`config.mk`:
```
export PLATFORM = sky130hd
export DESIGN_NAME = timer_display_driver
export DESIGN_NICKNAME = d
export VERILOG_FILES = /design/src/rtl/timer_pkg.sv /design/src/rtl/seg7_decoder.sv /design/src/rtl/timer_display_driver.sv
export SDC_FILE = /design/constraint.sdc
export NUM_CORES = 1
export LEC_CHECK = 0
export CAP_MARGIN = 25
export CELL_PAD_IN_SITES_DETAIL_PLACEMENT = 1
export CELL_PAD_IN_SITES_GLOBAL_PLACEMENT = 1
export CORE_MARGIN = 3
export CORE_UTILIZATION = 45
export DETAILED_ROUTE_END_ITERATION = 12
export HOLD_SLACK_MARGIN = 0.06
export MAX_ROUTING_LAYER = met4
export PLACE_DENSITY_LB_ADDON = 0.1
export SLEW_MARGIN = 10
export SYNTH_ARGS = -nofsm -noshare
export SYNTH_HDL_FRONTEND = slang
export SYNTH_SLANG_ARGS = --single-unit
```
`constraint.sdc`:
```
create_clock -name clk -period 2.6 [get_ports clk]
set_clock_uncertainty 0.2 [all_clocks]
set_input_delay 0.52 -clock clk [delete_from_list [all_inputs] [get_ports clk]]
set_output_delay 0.52 -clock clk [all_outputs]
set_load 0.02 [all_outputs]
```
`src/rtl/timer_pkg.sv`:
```
// Shared types and segment constants for the countdown-timer display path.
package timer_pkg;

    // Conversion sequencer states
    typedef enum logic [1:0] {
        IDLE  = 2'd0,
        SHIFT = 2'd1,
        LATCH = 2'd2
    } state_t;

    // Active-low segments, bit6..0 = g..a; all ones turns the digit off
    localparam logic [6:0] SEG_BLANK = 7'h7F;

    // Segment patterns for decimal digits 0..9 (index = digit)
    localparam logic [9:0][6:0] SEG_TABLE = {
        7'h10, 7'h00, 7'h78, 7'h02, 7'h12,
        7'h19, 7'h30, 7'h24, 7'h79, 7'h40
    };

    // Map one BCD nibble to its segment pattern; codes 10..15 show nothing
    function automatic logic [6:0] seg_lookup(input logic [3:0] code);
        logic [6:0] seg;
        case (code)
            4'd0:    seg = SEG_TABLE[0];
            4'd1:    seg = SEG_TABLE[1];
            4'd2:    seg = SEG_TABLE[2];
            4'd3:    seg = SEG_TABLE[3];
            4'd4:    seg = SEG_TABLE[4];
            4'd5:    seg = SEG_TABLE[5];
            4'd6:    seg = SEG_TABLE[6];
            4'd7:    seg = SEG_TABLE[7];
            4'd8:    seg = SEG_TABLE[8];
            4'd9:    seg = SEG_TABLE[9];
            default: seg = SEG_BLANK;
        endcase
        return seg;
    endfunction

endpackage

```
`src/rtl/seg7_decoder.sv`:
```
// Combinational BCD-nibble to active-low 7-segment decoder.
module seg7_decoder
    import timer_pkg::*;
(
    input  logic [3:0] bcd,
    output logic [6:0] seg
);

    assign seg = seg_lookup(bcd);

endmodule

```
`src/rtl/timer_display_driver.sv`:
```
// Six-digit 7-segment driver for the countdown timer: serial double-dabble
// binary-to-BCD conversion, leading-zero suppression and display blanking.
module timer_display_driver
    import timer_pkg::*;
#(
    parameter int WIDTH   = 19,
    parameter int DIGITS  = 6,
    parameter int LZ_SUPP = 1
) (
    input  logic             clk,
    input  logic             reset,
    input  logic [WIDTH-1:0] value,
    input  logic             display_on,
    output logic [6:0]       hex0,
    output logic [6:0]       hex1,
    output logic [6:0]       hex2,
    output logic [6:0]       hex3,
    output logic [6:0]       hex4,
    output logic [6:0]       hex5,
    output logic             busy,
    output logic             valid
);

    localparam int BCD_W  = 4 * DIGITS;
    localparam int ITER_W = $clog2(WIDTH + 1);

    state_t            state;
    logic [WIDTH-1:0]  sreg;
    logic [WIDTH-1:0]  last_value;
    logic [BCD_W-1:0]  bcd;
    logic [BCD_W-1:0]  digit_reg;
    logic [ITER_W-1:0] iter;
    logic              pending;

    logic [BCD_W-1:0]  bcd_adj;
    logic [DIGITS-1:0] lead_zero;
    logic [6:0]        dec_seg  [DIGITS];
    logic [6:0]        seg_next [DIGITS];
    logic [6:0]        hex_q    [DIGITS];

    // Double-dabble correction: any nibble of 5 or more gets +3 before the shift
    function automatic logic [BCD_W-1:0] dabble_adjust(input logic [BCD_W-1:0] b);
        logic [BCD_W-1:0] r;
        logic [3:0]       nib;
        r = b;
        for (int k = 0; k < DIGITS; k++) begin
            nib = b[4*k +: 4];
            if (nib >= 4'd5) begin
                nib = nib + 4'd3;
            end
            r[4*k +: 4] = nib;
        end
        return r;
    endfunction

    assign bcd_adj = dabble_adjust(bcd);

    // Conversion sequencer: capture on change, shift WIDTH times, latch digits
    always_ff @(posedge clk) begin
        if (!reset) begin
            state      <= IDLE;
            busy       <= 1'b0;
            valid      <= 1'b0;
            digit_reg  <= '0;
            last_value <= '0;
            pending    <= 1'b1;
            sreg       <= '0;
            bcd        <= '0;
            iter       <= '0;
        end else begin
            case (state)
                IDLE: begin
                    if (pending || (value != last_value)) begin
                        sreg       <= value;
                        last_value <= value;
                        bcd        <= '0;
                        iter       <= '0;
                        pending    <= 1'b0;
                        busy       <= 1'b1;
                        state      <= SHIFT;
                    end
                end
                SHIFT: begin
                    bcd  <= {bcd_adj[BCD_W-2:0], sreg[WIDTH-1]};
                    sreg <= {sreg[WIDTH-2:0], 1'b0};
                    iter <= iter + 1'b1;
                    if (iter == ITER_W'(WIDTH - 1)) begin
                        state <= LATCH;
                    end
                end
                LATCH: begin
                    digit_reg <= bcd;
                    valid     <= 1'b1;
                    busy      <= 1'b0;
                    state     <= IDLE;
                end
                default: begin
                    state <= IDLE;
                    busy  <= 1'b0;
                end
            endcase
        end
    end

    // One decoder per displayed digit
    for (genvar g = 0; g < DIGITS; g++) begin : g_dec
        seg7_decoder u_dec (
            .bcd (digit_reg[4*g +: 4]),
            .seg (dec_seg[g])
        );
    end

    // lead_zero[k] is set when digit k and every digit above it are zero
    always_comb begin
        lead_zero = '0;
        lead_zero[DIGITS-1] = (digit_reg[4*(DIGITS-1) +: 4] == 4'd0);
        for (int k = DIGITS - 2; k >= 0; k--) begin
            lead_zero[k] = lead_zero[k+1] && (digit_reg[4*k +: 4] == 4'd0);
        end
    end

    // Blanking: display off / no result yet blanks all; leading zeros optionally blank
    always_comb begin
        for (int k = 0; k < DIGITS; k++) begin
            seg_next[k] = dec_seg[k];
            if (!display_on || !valid) begin
                seg_next[k] = SEG_BLANK;
            end else if ((LZ_SUPP != 0) && (k != 0) && lead_zero[k]) begin
                seg_next[k] = SEG_BLANK;
            end
        end
    end

    // Registered segment outputs, refreshed every clock
    always_ff @(posedge clk) begin
        if (!reset) begin
            for (int k = 0; k < DIGITS; k++) begin
                hex_q[k] <= SEG_BLANK;
            end
        end else begin
            for (int k = 0; k < DIGITS; k++) begin
                hex_q[k] <= seg_next[k];
            end
        end
    end

    assign hex0 = hex_q[0];
    assign hex1 = hex_q[1];
    assign hex2 = hex_q[2];
    assign hex3 = hex_q[3];
    assign hex4 = hex_q[4];
    assign hex5 = hex_q[5];

endmodule
```
# [Yosys cells after proc, flatten, opt, wreduce, memory -nomap -nowiden]
# Memory sizes are Yosys's and may differ from the RTL's. A register that Yosys moved wholly into a read port is not among the register bits.
# Index checks and enable logic that the tools add are counted.
[word_totals] n_memories=7 romBits=672 ram_bits=42 ff_bits=96
[memory_table] name="(no name shown)" words=16 word_bits=7 rd=1 rd_clocked_by_memory_dff=1 wr=0 line_no="timer_pkg.sv:23" text="case (code)"
[memory_table] name="(no name shown)" words=16 word_bits=7 rd=1 rd_clocked_by_memory_dff=1 wr=0 line_no="timer_pkg.sv:23"
[memory_table] name="(no name shown)" words=16 word_bits=7 rd=1 rd_clocked_by_memory_dff=1 wr=0 line_no="timer_pkg.sv:23"
[memory_table] name="(no name shown)" words=16 word_bits=7 rd=1 rd_clocked_by_memory_dff=1 wr=0 line_no="timer_pkg.sv:23"
[memory_table] name="(no name shown)" words=16 word_bits=7 rd=1 rd_clocked_by_memory_dff=1 wr=0 line_no="timer_pkg.sv:23"
[memory_table] name="(no name shown)" words=16 word_bits=7 rd=1 rd_clocked_by_memory_dff=1 wr=0 line_no="timer_pkg.sv:23"
[memory_table] name="1 more memories"
[op_classes] n_mux=48 add_sub_neg=7 n_eq_ne=6 reduce_logical=19 magnitude_cmp=6 bitwise=7
[op_table] cell="two-way mux 7 bit" count=17
[op_table] cell="two-way mux 4 bit" count=17
[op_table] cell="one-hot mux 24 bit (2 select lines)" count=1
[op_table] cell="one-hot mux 19 bit (2 select lines)" count=1
[op_table] cell=">= comparator 4 x 3 -> 1 bit (second input constant)" count=6
[op_table] cell="two-way mux 24 bit" count=1
[op_table] cell="adder 4 x 2 -> 4 bit (second input constant)" count=5
[op_table] cell="zero test 4 bit" count=5
[op_table] cell="two-way mux 19 bit" count=1
[op_table] cell="!= test 19 bit" count=1
[op_table] cell="one-hot mux 5 bit (2 select lines)" count=1
[op_table] cell="AND reduction 2 bit" count=4
[op_table] cell="OR 1 bit" count=6
[op_table] cell="adder 5 x 1 -> 5 bit (second input constant)" count=1
[op_table] cell="equality test 5 bit (second input constant)" count=1
[op_table] cell="two-way mux 5 bit" count=1
[op_table] cell="logical AND 1 bit" count=4
[op_table] cell="two-way mux 2 bit" count=2
[op_table] cell="!= test 2 bit (second input constant)" count=2
[op_table] cell="one-hot mux 2 bit (2 select lines)" count=1
[op_table] cell="adder 3 x 2 -> 3 bit (second input constant)" count=1
[op_table] cell="two-way mux 1 bit" count=3
[op_table] cell="two-way mux 3 bit" count=1
[op_table] cell="equality test 2 x 1 -> 1 bit (second input constant)" count=1
[op_table] cell="7 further kinds" count=9

# [Depth between registers and ports, before layout]
[depth] ltp_word=8 depth_mapped=11

# [Modules after synthesis]
# A second synthesis with hierarchy kept.
[unflattened] hier_cells=837 hier_area_um2=6964.2
[by_module_without_submodules] module="timer_display_driver" area_each_um2=5733.0 cells_per_inst=645 seq_area_each_um2=2762.6 n_inst=1
[by_module_without_submodules] module="seg7_decoder (g_dec[2].u_dec ...)" area_each_um2=210.2 cells_per_inst=33 seq_area_each_um2=0.0 n_inst=3
[by_module_without_submodules] module="seg7_decoder (g_dec[0].u_dec ...)" area_each_um2=200.2 cells_per_inst=31 seq_area_each_um2=0.0 n_inst=3

# [Worst setup path before layout]
# OpenSTA, ideal clock, no wires.
[synth_timing] kind="register to register" start="register state[1]" end="register g_dec[4].u_dec.seg[4] (netlist name)" synth_period_minus_slack_ns=2.164 setup_ns=0.082 slack_ns=0.436 path_buffers=3 t_arrival_ns=1.882 path_stages_with_launch=11 t_required_ns=2.318 path_cell_list="dfxtp_1 -> nor2b_2 -> buf_6 -> buf_6 -> buf_6 -> mux2i_1 -> nor2_4 -> ha_1 -> nor3_1 -> a21oi_1 -> a22oi_1"
[synth_via] elab_chain_cells=3
[synth_lines] item="start: declaration" line_no="timer_display_driver.sv:27" text="state_t state;"
[synth_lines] item="start signal: assignment" line_no="timer_display_driver.sv:61" text="state <= IDLE;"
[synth_lines] item="start signal: assignment" line_no="timer_display_driver.sv:80" text="state <= SHIFT;"
[synth_lines] item="start signal: assignment" line_no="timer_display_driver.sv:88" text="state <= LATCH;"
[synth_lines] item="equality test 2 bit" line_no="timer_display_driver.sv:71" text="case (state)"
[synth_lines] item="two-way mux 4 bit (no line) (2 in series)"
# Every way passes these cells.
# A chain may end at the register's enable or synchronous reset.

# [Worst setup path in the final report]
[layout_timing] start="register state[1]" end="register g_dec[4].u_dec.seg[3] (netlist name)"
[layout_via] elab_chain_cells=3
[layout_lines] item="equality test 2 bit" line_no="timer_display_driver.sv:71"
[layout_lines] item="two-way mux 4 bit (no line) (2 in series)"
# Every way passes these cells.

==> results.py <==
metrics = {
    "yosys": {
        "synthArstFlopShare_pct": 0,
        "syn-num-nets": 873,
        "synth_fa_ha_area_share_pct": 7.134,
        "synth.area.mux_share_pct": 8.009,
        "ys_warn_count": 0,
        "ys_top_cells_by_area": "dfxtp_1 47%, ha_1 7.1%, mux2i_1 7.1%",
        "synth_common_cells": "180 x dfxtp_1, 83 x nor2_1, 63 x a21oi_1",
        "yosysSeqAreaShare_pct": 46.69,
        "synth-seq-cells": 180,
        "synth_top_area_share_pct": 46.69,
        "synth_top_family_by_area": "simple AND/OR/NAND/NOR gates",
        "synthCells": 807,
        "synth_compound_area_share_pct": 12.60,
        "synthSimpleGateAreaFrac_pct": 17.53,
        "synth_top_cell_by_area": "dfxtp_1",
        "synth_edf_count": 0,
        "dominantRegCellSynth": "dfxtp_1",
        "yosysMostFrequentCell": "dfxtp_1",
        "synthXorXnorAreaFrac_pct": 3.064,
        "synthDistinctLibCells": 49,
        "syn_area_per_cell_um2": 9.563,
        "syn_area_um2": 7717,
    },
    "sta": {
        "period_needed_ns": 2.415,
        "finalHoldViolCount": 0,
        "finalCritPeriodShare_pct": 92.87,
        "tightestPinTransition_ns": 0.5775,
        "drv_slew": 0,
        "relSlewSlack_pct": 61.15,
        "max_freq_mhz": 414.1,
        "setup_viol": 0,
        "rsz0062_at_grt": "no",
    },
    "pwr": {
        "power_mw": 6.012,
        "p_comb_share_pct": 5.5,
        "power.density_nw_per_um2": 636.6,
        "pwr-share-seq_pct": 47.4,
        "peakVddDrop_mv": 0.4792,
        "p_clk_share_pct": 47.2,
        "internal_power_mw": 4.677,
        "netSwitchingFraction_pct": 22.21,
        "p_sw_mw": 1.335,
        "p_leak_nw": 4.086,
    },
    "placement": {
        "place_congestion": 0.8246,
        "hpwlAfterDp_mm": 12.71,
        "port_buffers": 65,
    },
    "routing": {
        "drt-initial-drc-count": 273,
        "top_layer": "met4",
        "final_antenna_net_count": 0,
        "vias_per_cell": 5.294,
        "wirelength_mm": 18.07,
        "drc": 0,
        "dr_wl_met3_um": 461,
        "wl_per_cell_um": 16.12,
        "met1_length_mm": 8.061,
        "vias": 5935,
        "drt_first_pass_iters": 6,
        "wl_met2_mm": 9.264,
    },
    "status": {
        "status": "finished, final reports clean",
    },
    "finish": {
        "drive_above_1_share_pct": 14.54,
        "areaGrowthSynthToFinish_pct": 22.37,
        "nNetsFinal": 955,
        "antenna_cells": 0,
        "utilization_pct": 56.55,
    },
    "setup_path": {
        "slowest_delay_ns": 0.43,
        "worstPathCellList": "nor2b_2 -> buf_12 -> mux2i_1 -> nor2_4 -> ha_1 -> mux2i_1 -> a21oi_1",
        "worstSetupPathType": "reg -> reg",
        "r2r_setup_slack_ns": 0.19,
        "worstSetupEndpointType": "flop",
        "slowest_stage": "mux2i_1",
        "rr_startpoint": "state[1]",
        "worstPathRequired_ns": 2.69,
        "critical_path.top_delay_family": "multiplexers",
        "setup.worst_path.start_class": "flop",
        "crit_arrival_ns": 2.50,
        "crit_start": "state[1]",
        "path_buf_inv": 1,
        "cp_common_cell": "mux2i_1",
        "cp_max_fo": 25,
    },
    "die": {
        "start_util_pct": 46.21,
        "chipWidth_um": 137.0,
        "core_um2": 16700,
        "num_rows": 47,
        "die_h_um": 137.0,
        "die_area_um2": 18760,
        "io_pins": 66,
    },
    "clocking": {
        "htreeDepth": 4,
        "cts_inserted_buffers": 17,
        "clkTransAtPathRegs_ns": 0.07,
        "post-cts-setup-buffers": 0,
        "cts_resized": 0,
        "ctsHoldBuffers": 0,
        "cts.root.buffer_cell": "clkbuf_16",
        "clock-sinks": 180,
        "cts_buffer_depth": 2,
        "clkLatencyLatePin_ns": 0.43,
        "cts_tree": "done",
    },
    "job": {
        "maxCapViolations": 0,
    },
    "grt": {
        "first_global_vias": 6161,
        "antenna_found_initial": 0,
        "grt-ovfl-total": 0,
        "grt_pass1_wl_mm": 30.10,
        "grt_max_degree": 90,
        "grt.total_usage_pct": 20.58,
    },
    "worst_hold_path": {
        "hp-start": "g_dec[0].u_dec.seg[1]",
        "hold_path.class": "reg -> reg",
    },
}
-- final timing paths --
check                          end  cells after the start
max          g_dec[4].u_dec.seg[3]                      7
min                    hex_q[0][1]                      1
min reg2reg            hex_q[0][1]                      1
max reg2reg  g_dec[4].u_dec.seg[3]                      7
-- routing by layer --
layer  global-route usage, %  vias to the layer above
met5                       -                        -
met4                   6.929                        0
li1                        -                     2924
met1                   23.81                     2904
met2                   36.16                       86
met3                   3.456                       21
-- layout by cell type (no fill, tap or decap), types with 8 or more instances in the layout --
cell             count
xor2_1              19
dfxtp_1            180
nand2_1             55
nor4_1               9
o221a_1             11
nor3_1               8
o21ai_0             25
inv_1               37
a21oi_1             63
or3_1               14
mux2i_1             55
clkdlybuf4s50_1     64
or2_2               21
nand2b_1            25
and3_1              15
inv_2                8
clkbuf_16           17
a41o_1              12
buf_4               35
nor2_1              82
ha_1                44
nor3b_1             11
xnor2_1              8
-- layout make-up --
type	instances	area (um^2)
Fill cell	1906	7257
Multi-Input combinational cell	540	3740
Sequential cell	180	3603
Timing Repair Buffer	105	1008
Clock buffer	17	425.4
Tap cell	220	275.3
Clock inverter	14	222.7
Inverter	45	168.9
-- power groups by stage --
stage | registers [mW] | clock network (mW) | logic, mW
floorplan | 2.90 | 0 | 0.183
global placement | 2.91 | 0 | 0.316
detailed placement | 2.91 | 0 | 0.332
CTS | 2.85 | 2.92 | 0.334
global route | 2.85 | 3.01 | 0.363
finish | 2.85 | 2.84 | 0.330
-- metrics by stage --
stage | hold slack [ns] | cell area [um^2] | TNS (ns) | instances | worst slack [ns]
after floorplan | 0.1863 | 7717 | 0 | 807 | 0.4363
after global placement | 0.1894 | 8793 | -6.111 | 1090 | -0.1208
after detailed placement | 0.1995 | 8793 | -8.698 | 1090 | -0.1829
after CTS | 0.2152 | 9442 | 0 | 1121 | 0.1859
after global routing | 0.2218 | 9444 | 0 | 1121 | 0.02073
final | 0.2116 | 9444 | 0 | 1121 | 0.1854
-- kinds of logic after synthesis --
kind of cell | Yosys count
multiplexers | 61
flip-flops | 180
buffers and inverters | 87
XOR/XNOR | 27
adder cells (fa/ha/maj) | 44
AND/OR/NAND/NOR | 263
AO/OA/AOI/OAI | 145
Note: power is estimated with default switching activity, not from simulation.
